$ cat src/rtl/max_stream_reduce_if.sv
// Stream bundle for max_stream_reduce: operand beats in, one result per frame out.
// out_idx/out_beat exist only when MAX_ARGMAX_EN is defined.
interface max_stream_reduce_if #(
    parameter int unsigned WIDTH = 8,
    parameter int unsigned N     = 4,
    parameter int unsigned IW    = ($clog2(N) > 0) ? $clog2(N) : 1
);
    logic               in_valid;
    logic               in_ready;
    logic [N*WIDTH-1:0] in_data;
    logic               in_last;
    logic               out_valid;
    logic               out_ready;
    logic [WIDTH-1:0]   out_max;
`ifdef MAX_ARGMAX_EN
    logic [IW-1:0]      out_idx;
    logic [15:0]        out_beat;

    modport slave (
        input  in_valid, in_data, in_last, out_ready,
        output in_ready, out_valid, out_max, out_idx, out_beat
    );
    modport master (
        output in_valid, in_data, in_last, out_ready,
        input  in_ready, out_valid, out_max, out_idx, out_beat
    );
`else
    modport slave (
        input  in_valid, in_data, in_last, out_ready,
        output in_ready, out_valid, out_max
    );
    modport master (
        output in_valid, in_data, in_last, out_ready,
        input  in_ready, out_valid, out_max
    );
`endif
endinterface

$ cat src/rtl/max_stream_reduce.sv
// Pipelined N-channel max reducer with per-frame running-max accumulator.
// Define MAX_ARGMAX_EN to add winning channel index and beat number tracking.
module max_stream_reduce #(
    parameter int unsigned WIDTH  = 8,
    parameter int unsigned N      = 4,
    parameter int unsigned SIGNED = 0
) (
    input  logic               clk,
    input  logic               rst,
    max_stream_reduce_if.slave bus
);
    localparam int unsigned L  = $clog2(N);
    localparam int unsigned IW = (L > 0) ? L : 1;

    typedef enum logic [0:0] {StIdle, StAcc} state_e;

    function automatic logic f_gt(input logic [WIDTH-1:0] a, input logic [WIDTH-1:0] b);
        if (SIGNED != 0) return $signed(a) > $signed(b);
        return a > b;
    endfunction

    logic w_adv;

    // Heap-ordered tree: node i has children 2i, 2i+1; leaves N..2N-1 are in_data.
    logic [WIDTH-1:0] r_node [1:N-1];
    logic [WIDTH-1:0] w_node [1:2*N-1];
    logic [L:1]       r_sv;
    logic [L:1]       r_sl;

    logic             w_bval;
    logic             w_blast;
    logic [WIDTH-1:0] w_bmax;

    state_e           r_state;
    state_e           w_state_nxt;
    logic [WIDTH-1:0] r_acc_max;
    logic [WIDTH-1:0] w_m_max;
    logic             w_ld_out;
    logic             w_ld_acc;
    logic             r_ov;
    logic [WIDTH-1:0] r_omax;

`ifdef MAX_ARGMAX_EN
    logic [IW-1:0] r_nidx [1:N-1];
    logic [IW-1:0] w_nidx [1:2*N-1];
    logic [IW-1:0] r_acc_idx;
    logic [IW-1:0] w_m_idx;
    logic [15:0]   r_acc_beat;
    logic [15:0]   w_m_beat;
    logic [15:0]   r_bcnt;
    logic [15:0]   w_bcnt_nxt;
    logic [IW-1:0] r_oidx;
    logic [15:0]   r_obeat;
`endif

    assign w_adv = !r_ov || bus.out_ready;

    always_comb begin
        for (int i = 1; i < N; i++) begin
            w_node[i] = r_node[i];
        end
        for (int i = 0; i < N; i++) begin
            w_node[N+i] = bus.in_data[i*WIDTH +: WIDTH];
        end
    end

`ifdef MAX_ARGMAX_EN
    always_comb begin
        for (int i = 1; i < N; i++) begin
            w_nidx[i] = r_nidx[i];
        end
        for (int i = 0; i < N; i++) begin
            w_nidx[N+i] = IW'(i);
        end
    end
`endif

    // Left child holds the lower channel indices, so it wins ties.
    always_ff @(posedge clk or posedge rst) begin
        if (rst) begin
            for (int i = 1; i < N; i++) begin
                r_node[i] <= '0;
`ifdef MAX_ARGMAX_EN
                r_nidx[i] <= '0;
`endif
            end
        end else if (w_adv) begin
            for (int i = 1; i < N; i++) begin
                if (f_gt(w_node[2*i+1], w_node[2*i])) begin
                    r_node[i] <= w_node[2*i+1];
`ifdef MAX_ARGMAX_EN
                    r_nidx[i] <= w_nidx[2*i+1];
`endif
                end else begin
                    r_node[i] <= w_node[2*i];
`ifdef MAX_ARGMAX_EN
                    r_nidx[i] <= w_nidx[2*i];
`endif
                end
            end
        end
    end

    always_ff @(posedge clk or posedge rst) begin
        if (rst) begin
            r_sv <= '0;
            r_sl <= '0;
        end else if (w_adv) begin
            r_sv[1] <= bus.in_valid;
            r_sl[1] <= bus.in_last;
            for (int s = 2; s <= L; s++) begin
                r_sv[s] <= r_sv[s-1];
                r_sl[s] <= r_sl[s-1];
            end
        end
    end

    assign w_bval  = r_sv[L];
    assign w_blast = r_sl[L];
    assign w_bmax  = w_node[1];

    always_comb begin
        w_state_nxt = r_state;
        w_ld_out    = 1'b0;
        w_ld_acc    = 1'b0;
        w_m_max     = w_bmax;
`ifdef MAX_ARGMAX_EN
        w_m_idx     = w_nidx[1];
        w_m_beat    = '0;
        w_bcnt_nxt  = r_bcnt;
`endif
        // Earlier beat keeps the accumulator on ties.
        if (r_state == StAcc) begin
            if (f_gt(w_bmax, r_acc_max)) begin
`ifdef MAX_ARGMAX_EN
                w_m_beat = r_bcnt;
`endif
            end else begin
                w_m_max  = r_acc_max;
`ifdef MAX_ARGMAX_EN
                w_m_idx  = r_acc_idx;
                w_m_beat = r_acc_beat;
`endif
            end
        end
        if (w_adv && w_bval) begin
            if (w_blast) begin
                w_state_nxt = StIdle;
                w_ld_out    = 1'b1;
`ifdef MAX_ARGMAX_EN
                w_bcnt_nxt  = '0;
`endif
            end else begin
                w_state_nxt = StAcc;
                w_ld_acc    = 1'b1;
`ifdef MAX_ARGMAX_EN
                w_bcnt_nxt  = (r_bcnt == 16'hFFFF) ? r_bcnt : r_bcnt + 16'd1;
`endif
            end
        end
    end

    always_ff @(posedge clk or posedge rst) begin
        if (rst) begin
            r_state    <= StIdle;
            r_acc_max  <= '0;
            r_ov       <= 1'b0;
            r_omax     <= '0;
`ifdef MAX_ARGMAX_EN
            r_acc_idx  <= '0;
            r_acc_beat <= '0;
            r_bcnt     <= '0;
            r_oidx     <= '0;
            r_obeat    <= '0;
`endif
        end else begin
            r_state <= w_state_nxt;
`ifdef MAX_ARGMAX_EN
            r_bcnt  <= w_bcnt_nxt;
`endif
            if (w_ld_acc) begin
                r_acc_max  <= w_m_max;
`ifdef MAX_ARGMAX_EN
                r_acc_idx  <= w_m_idx;
                r_acc_beat <= w_m_beat;
`endif
            end
            if (w_adv) begin
                r_ov <= w_bval && w_blast;
            end
            if (w_ld_out) begin
                r_omax  <= w_m_max;
`ifdef MAX_ARGMAX_EN
                r_oidx  <= w_m_idx;
                r_obeat <= w_m_beat;
`endif
            end
        end
    end

    assign bus.in_ready  = w_adv;
    assign bus.out_valid = r_ov;
    assign bus.out_max   = r_omax;
`ifdef MAX_ARGMAX_EN
    assign bus.out_idx   = r_oidx;
    assign bus.out_beat  = r_obeat;
`endif

endmodule

$ cat src/flat_wrapper.sv
// flat-port wrapper written by rule: the top's interface ports become plain ports
module max_stream_reduce_flat 
#(
    parameter int unsigned WIDTH  = 8,
    parameter int unsigned N      = 4,
    parameter int unsigned SIGNED = 0
)
  (clk, rst, bus_in_valid, bus_in_data, bus_in_last, bus_out_ready, bus_in_ready, bus_out_valid, bus_out_max);
  max_stream_reduce_if #(.WIDTH(WIDTH), .N(N)) bus_i ();
  input  logic clk;
  input  logic rst;
  input wire logic [$bits(bus_i.in_valid)-1:0] bus_in_valid;
  input wire logic [$bits(bus_i.in_data)-1:0] bus_in_data;
  input wire logic [$bits(bus_i.in_last)-1:0] bus_in_last;
  input wire logic [$bits(bus_i.out_ready)-1:0] bus_out_ready;
  output wire logic [$bits(bus_i.in_ready)-1:0] bus_in_ready;
  output wire logic [$bits(bus_i.out_valid)-1:0] bus_out_valid;
  output wire logic [$bits(bus_i.out_max)-1:0] bus_out_max;
  assign bus_i.in_valid = bus_in_valid;
  assign bus_i.in_data = bus_in_data;
  assign bus_i.in_last = bus_in_last;
  assign bus_i.out_ready = bus_out_ready;
  assign bus_in_ready = bus_i.in_ready;
  assign bus_out_valid = bus_i.out_valid;
  assign bus_out_max = bus_i.out_max;
  max_stream_reduce #(.WIDTH(WIDTH), .N(N), .SIGNED(SIGNED)) u_core (.clk(clk), .rst(rst), .bus(bus_i));
endmodule
$ cat config.mk
export PLATFORM = sky130hd
export DESIGN_NAME = max_stream_reduce_flat
export DESIGN_NICKNAME = d
export VERILOG_FILES = /design/src/rtl/max_stream_reduce_if.sv /design/src/rtl/max_stream_reduce.sv /design/src/flat_wrapper.sv
export SDC_FILE = /design/constraint.sdc
export NUM_CORES = 1
export LEC_CHECK = 0
export CORE_MARGIN = 2
export CORE_UTILIZATION = 45
export CTS_CLUSTER_DIAMETER = 120
export DETAILED_ROUTE_END_ITERATION = 16
export PLACE_DENSITY_LB_ADDON = 0.08
export RECOVER_POWER = 25
export SYNTH_ARGS = -nofsm -noshare
export SYNTH_HDL_FRONTEND = slang
export SYNTH_SLANG_ARGS = --single-unit
$ cat constraint.sdc
create_clock -name clk -period 3.15 [get_ports clk]
set_input_delay 0.945 -clock clk [delete_from_list [all_inputs] [get_ports clk]]
set_output_delay 0.945 -clock clk [all_outputs]
set_load 0.005 [all_outputs]
==> impl_results.md, run 1 <==
- # Post-CTS Setup Buffers: 0
- Rows: 30
- Antenna Cells: 0
- Chip Height: 87.4 microns
- Synth Area in Compound Gates: 0.255
- Worst hold path startpoint: u_core.r_sv[1]$_DFFE_PP0N_
- Routability cong.: 0.770
- Total leakage power: 1.78 nW
- Avg WL per Cell: 14.2 microns
- Antenna violations before repair: 0
- Final hold vios: 0
- Max_slew headroom: 0.556
- Via-per-instance ratio: 5.62
- Initial Util: 0.464
- Internal: 1.95 mW
- CP Buf/Inv Count: 3
- Nets: 465
- Worst vdd ir: 0.250 mV
- PortBufs: 46
- Largest net degree at the start of global routing: 41
- Crit path top cell by count: clkdlybuf4s50_1
- Worst-case reg-to-reg path depth: 7
- WP data required: 2200 ps
- Dpl cell area: 3690 sq um
- Post-route minimum period: 2980 ps
- Reg2reg end: u_core.r_acc_max[6]$_DFFE_PP0P_
- Slew Viols, Final: 0
- Max FO, Critical Path: 2
- CP peak stage delay: 500 ps
- Remaining Overflow, GRT: 0
- Cts repair resizes: 0
- Share of cells above drive strength 1: 0.0781
- R2r startpoint: u_core.r_acc_max[5]$_DFFE_PP0P_
- CP max stage cell: clkdlybuf4s50_1
- Via count of the routed design: 2680
- Fill count: 634
- Switching pwr: 1.26 mW
- Syn avg cell area: 8.98 sq um
- Post-synthesis sequential area ratio: 0.367
- Hold EP: u_core.r_sv[1]$_DFFE_PP0N_
- Combinational power share: 0.518
- Pwr/cell area: 839 nW/um^2
- ANT nets after route: 0
- DR pass1 iterations: 4
- Tot Pwr: 3.21 mW
- Hold-fix buffers, CTS: 0
- # setup viols final: 0
- DRC: 0
- Crit. End Element: output pin
- Vias in the first global route: 2518
- Clock skew: 8.13 ps
- Setup crit start kind: input pin
- F_max: 0.335 GHz
- XOR/XNOR Fraction of Synth Area: 0
- Max H-tree Level: 2
- WP data arrival: 2040 ps
- CTS tree: yes
- GRT Total Usage: 0.187
- Reg2reg setup slack: 840 ps
- Number of CTS-inserted buffers: 5
- Max-cap violation count: 0
- Cell area after synthesis: 3130 sq um
- Sink Count: 46
- #FFs+latches synth: 46
- RSZ-0062 raised after global routing: no
- Sequential Power Share: 0.314
- CTS max path bufs: 2
- Post-DP HPWL: 5220 microns
- Hold path cells: 2
- Io pins: 47
- Synthesized Nets: 418
- DIE AREA: 7650 sq um
- Post-Route WL: 6760 microns
- Yosys warnings: 0
- Combinational family with the most area after synthesis: compound AO/OA/AOI/OAI gates
- CP top delay family: buffers and inverters
- CTS Root Cell: clkbuf_8
- Clock share of power: 0.168
- CP cell instances: clkdlybuf4s50_1 -> nor2b_2 -> inv_1 -> clkdlybuf4s50_1
- Mapped Cells: 349
- Sw frac: 0.394
- Period Utilization, post-route: 0.946
- Chip width: 87.4 microns
- First-pass GRT wire length: 11600 microns
- Adder-Cell Fraction of Synth Area: 0.128
- Area Overhead vs Synth: 22.3%
- Clock transition at path regs: 80 ps
- Status: finished, final reports clean
- Skew-Pair Late Insertion Delay: 300 ps
- Drt initial violations: 141
- Worst Tran Pin Value: 667 ps
- Core area: 6760 sq um
- Hold WC Path Type: flop to flop
- Mux contribution to synthesized area: 0.0288
- Simple-gate share of the synthesized area: 0.158
- Final instance area: 3830 sq um
- Synth cell types: 38
- CP Class: input pin to output pin
[cell type report]
class | instances | area, sq um | area share
Clock buffer | 6 | 82.6 | 0.0215
Clock inverter | 2 | 60.1 | 0.0157
Inverter | 36 | 135 | 0.0353
Multi-Input combinational cell | 253 | 1790 | 0.466
Sequential cell | 46 | 1150 | 0.300
Tap cell | 80 | 100 | 0.0261
Timing Repair Buffer | 54 | 517 | 0.135
[layer usage]
metal,track usage,share of wire,vias to the layer above
li1,-,-,1386
met1,0.238,0.47,1255
met2,0.330,0.50,34
met3,0.0351,0.024,5
met4,0.0420,0.0077,0
met5,0,0,-
[power by group through the flow]
stage          clock network, mW  logic [mW]  registers [mW]
6_report                   0.539        1.67            1.01
5_1_grt                    0.583        1.89            1.05
4_1_cts                    0.553        1.68            1.01
3_5_place_dp                   0        1.68            1.02
3_3_place_gp                   0        1.64            1.02
2_1_floorplan                  0        1.23           0.978
[worst max path at each step]
stage | cells after the start | slack, ps | end | start
after global placement | 8 | 20 | u_core.r_node[13]$_DFFE_PP0N_ | bus_in_data[5]
after floorplan | 5 | 460 | bus_in_ready | bus_out_ready
after global routing | 4 | 130 | bus_in_ready | bus_out_ready
after CTS | 4 | 160 | bus_in_ready | bus_out_ready
after detailed placement | 8 | -40 | u_core.r_node[10]$_DFFE_PP0N_ | bus_in_data[5]
final | 4 | 170 | bus_in_ready | bus_out_ready
[synth_stat cells]
cell | instances | share of area
nand4_1 | 5 | 0.010
inv_1 | 36 | 0.043
a21o_2 | 1 | 0.0028
a31oi_1 | 40 | 0.080
mux2_2 | 8 | 0.029
clkbuf_1 | 10 | 0.012
nand4_2 | 1 | 0.0040
ha_1 | 32 | 0.13
or2_2 | 1 | 0.0020
and4b_1 | 1 | 0.0032
buf_6 | 1 | 0.0036
and2_1 | 12 | 0.024
o2111ai_2 | 1 | 0.0048
dfrtp_1 | 46 | 0.37
nor2_1 | 26 | 0.031
nand3b_2 | 1 | 0.0036
a21o_1 | 4 | 0.0096
and3_1 | 18 | 0.036
a21oi_1 | 20 | 0.032
o21ai_0 | 14 | 0.022
buf_2 | 2 | 0.0032
o21a_1 | 6 | 0.014
a211o_1 | 4 | 0.011
or3b_1 | 2 | 0.0056
o21ai_1 | 1 | 0.0016
o211ai_1 | 8 | 0.019
o211ai_4 | 1 | 0.0068
a22oi_1 | 1 | 0.0024
buf_1 | 1 | 0.0012
nand2_1 | 17 | 0.020
o31ai_1 | 14 | 0.034
a21oi_2 | 1 | 0.0028
a21boi_1 | 2 | 0.0048
and4_1 | 3 | 0.0084
nor2b_1 | 4 | 0.0080
nand3_1 | 1 | 0.0016
a21boi_0 | 1 | 0.0024
a211oi_1 | 2 | 0.0048
[state kept, by name, summed over array words and instances, names as in the netlist]
signal and cells:
u_core.w_bmax 8, u_core.r_sv 2, u_core.r_node 16, u_core.r_state 1, u_core.bus.out_valid 1, u_core.r_sl 2, u_core.bus.out_max 8, u_core.r_acc_max 8
[per-stage QoR]
step	std cells	setup WS [ps]	TNS, ps	util	hold slack [ps]
2_1_floorplan	349	464	0	-	439
3_3_place_gp	469	21.2	0	0.547	451
3_5_place_dp	469	-37.1	-66.6	0.547	460
4_1_cts	477	162	0	0.568	479
5_1_grt	477	130	0	0.567	513
6_report	477	169	0	0.567	473
[cells in the final DEF (no fill, tap or decap), drive strengths merged, types with 14 or more instances in the layout]
cell	n
and3	18
a31oi	40
o21ai	15
o31ai	14
a21oi	21
nor2	26
clkdlybuf4s50	45
ha	32
nand2	17
inv	36
dfrtp	46
[kinds of logic after synthesis]
group                    after synthesis
adder cells (fa/ha/maj)               32
multiplexers                           8
AND/OR/NAND/NOR                       92
flip-flops                            46
buffers and inverters                 50
AO/OA/AOI/OAI                        121
[worst register-to-register path: stages (launching register included)]
cell and delay [ps]:
dfrtp_1 370, inv_1 60, ha_1 330, a211oi_1 270
o2111ai_2 320, and2_1 280, o211ai_4 170, mux2_2 390
(Power assumes the default switching activity.)
==> run 2: changes to the inputs <==
Settings changed: PLACE_DENSITY_LB_ADDON 0.08 to 0.25.
==> run 2 against run 1 <==
Core utilization shrank 0.76 points. Die area is the same. Fmax grew 0.72%. Register-to-register slack lost 120 ps. Non-clock buffer count is the same. Wire length shrank 3.2%. Sequential share of layout area grew 0.41 points.
==> impl_results.md, run 2 (synthesis results as in run 1) <==
- Status: finished, final reports clean (unchanged)
- Remaining Overflow, GRT: 0 (unchanged)
- Largest Register: u_core.r_node (unchanged)
- Final instance area: 3780 sq um (was 3830 sq um)
- Skew-Pair Late Insertion Delay: 300 ps (about the same)
- Hold-fix buffers, CTS: 0 (unchanged)
- Hold WC Path Type: flop to flop (unchanged)
- Initial Util: 0.464 (unchanged)
- CP Buf/Inv Count: 3 (unchanged)
- DIE AREA: 7650 sq um (unchanged)
- Post-Route WL: 6540 microns (was 6760 microns)
- Largest net degree at the start of global routing: 41 (unchanged)
- Routability cong.: 0.841 (was 0.770)
- Max FO, Critical Path: 2 (unchanged)
- Via-per-instance ratio: 5.73 (was 5.62)
- Drt initial violations: 109 (was 141)
- Post-route non-filler standard cell count: 477 (unchanged)
- Final worst setup slack: 191 ps (was 169 ps)
- Max-cap violation count: 0 (unchanged)
- Share of cells above drive strength 1: 0.0756 (was 0.0781)
- Antenna violations before repair: 0 (unchanged)
- Max_slew headroom: 0.550 (was 0.556)
- CP cell instances: clkdlybuf4s50_1 -> nor2b_2 -> inv_1 -> clkdlybuf4s50_1 (unchanged)
- Chip Height: 87.4 microns (unchanged)
- Sink Count: 46 (unchanged)
- Max H-tree Level: 2 (unchanged)
- Nets: 465 (unchanged)
- CP peak stage delay: 490 ps (was 500 ps)
- Crit. End Element: output pin (unchanged)
- PortBufs: 46 (unchanged)
- Hold WS: 471 ps (was 473 ps)
- Cells after DPL: 469 (unchanged)
- ANT nets after route: 0 (unchanged)
- Setup TNS: 0 ps (unchanged)
- Post-DP HPWL: 5110 microns (was 5220 microns)
- Rows: 30 (unchanged)
- Chip width: 87.4 microns (unchanged)
- Avg WL per Cell: 13.7 microns (was 14.2 microns)
- Tot Pwr: 3.04 mW (was 3.21 mW)
- Slew Viols, Final: 0 (unchanged)
- Worst slack, placed: -3.48 ps (was -37.1 ps)
- Final hold vios: 0 (unchanged)
- Via count of the routed design: 2732 (was 2680)
- Dpl cell area: 3690 sq um (unchanged)
- CP Class: input pin to output pin (unchanged)
- # setup viols final: 0 (unchanged)
- DRC: 0 (unchanged)
- Period Utilization, post-route: 0.940 (was 0.946)
- Io pins: 47 (unchanged)
- Total leakage power: 1.75 nW (was 1.78 nW)
- Clock transition at path regs: 80 ps (about the same)
- Crit path top cell by count: clkdlybuf4s50_1 (unchanged)
- RSZ-0062 raised after global routing: no (unchanged)
- Setup crit start kind: input pin (unchanged)
- Area Overhead vs Synth: 20.7% (was 22.3%)
- WP data required: 2200 ps (about the same)
- # Post-CTS Setup Buffers: 0 (unchanged)
- GRT Total Usage: 0.174 (was 0.187)
- First-pass GRT wire length: 10900 microns (was 11600 microns)
- CTS tree: yes (unchanged)
- CTS max path bufs: 2 (unchanged)
- Number of CTS-inserted buffers: 5 (unchanged)
- Largest register FFs: 16 (unchanged)
- WP data arrival: 2010 ps (was 2040 ps)
- Clock skew: 9.86 ps (was 8.13 ps)
- Vias in the first global route: 2445 (was 2518)
- CP max stage cell: clkdlybuf4s50_1 (unchanged)
- F_max: 0.338 GHz (was 0.335 GHz)
- CP top delay family: buffers and inverters (unchanged)
- Most common cell after layout, fill and taps aside: dfrtp_1 (unchanged)
- Worst vdd ir: 0.304 mV (was 0.250 mV)
- Antenna Cells: 0 (unchanged)
- Cts repair resizes: 0 (unchanged)
- Most frequent cells in the layout: dfrtp_1 (46), clkdlybuf4s50_1 (45), a31oi_1 (40) (unchanged)
- CTS Root Cell: clkbuf_8 (unchanged)
- Worst Tran Pin Value: 676 ps (was 667 ps)
- DR pass1 iterations: 4 (unchanged)
- Pwr/cell area: 804 nW/um^2 (was 839 nW/um^2)
- Core area: 6760 sq um (unchanged)
- Post-route minimum period: 2960 ps (was 2980 ps)
- Fin util: 0.560 (was 0.567)
run 2: changes by cell type in the layout (fill, tap and decap cells not counted):
cell / change
clkinv_2: +1
clkinv_1: +1
bufinv_16: -2
inv_1: -1
clkbuf_1: +1
run 2: final cells by class:
type / count / area (sq um)
clock inverter: 1 / 5.00
timing repair buffer: 54 / 517
fill: 630 / 2980
multi-input combinational: 253 / 1790
sequential: 46 / 1150
tap: 80 / 100
inverter: 36 / 135
clock buffer: 7 / 86.3
run 2: final timing paths:
check	to	slack [ps]	start	cells after the start
setup / recovery	bus_in_ready	190	bus_out_ready	4
hold / removal	u_core.r_sl[1]$_DFFE_PP0N_	470	u_core.r_sl[1]$_DFFE_PP0N_	2
setup reg to reg	u_core.r_acc_max[3]$_DFFE_PP0P_	720	u_core.w_bmax[5]$_DFFE_PP0N_	6
hold reg to reg	u_core.r_sl[1]$_DFFE_PP0N_	470	u_core.r_sl[1]$_DFFE_PP0N_	2
max in group asynchronous	u_core.w_bmax[5]$_DFFE_PP0N_	1090	rst	3
min in group asynchronous	u_core.r_acc_max[3]$_DFFE_PP0P_	1090	rst	2
run 2: per-layer routing:
layer | global-route usage | up-vias | wire, microns
met5 | 0 | - | 0
met1 | 0.214 | 1307 | 3000
met2 | 0.318 | 44 | 3340
met3 | 0.0341 | 2 | 182
met4 | 0.0294 | 0 | 17
li1 | - | 1379 | -
run 2: where the power goes:
group	total (mW)	switching, mW	internal [mW]
combinational	1.65	0.882	0.767
clock	0.370	0.193	0.177
sequential	1.02	0.181	0.838
total	3.04	1.26	1.78
run 2: worst min-delay path, delay by kind of cell, from the launching register on:
family	cells	cell delay, ps
flops	1	350
simple gates	2	100
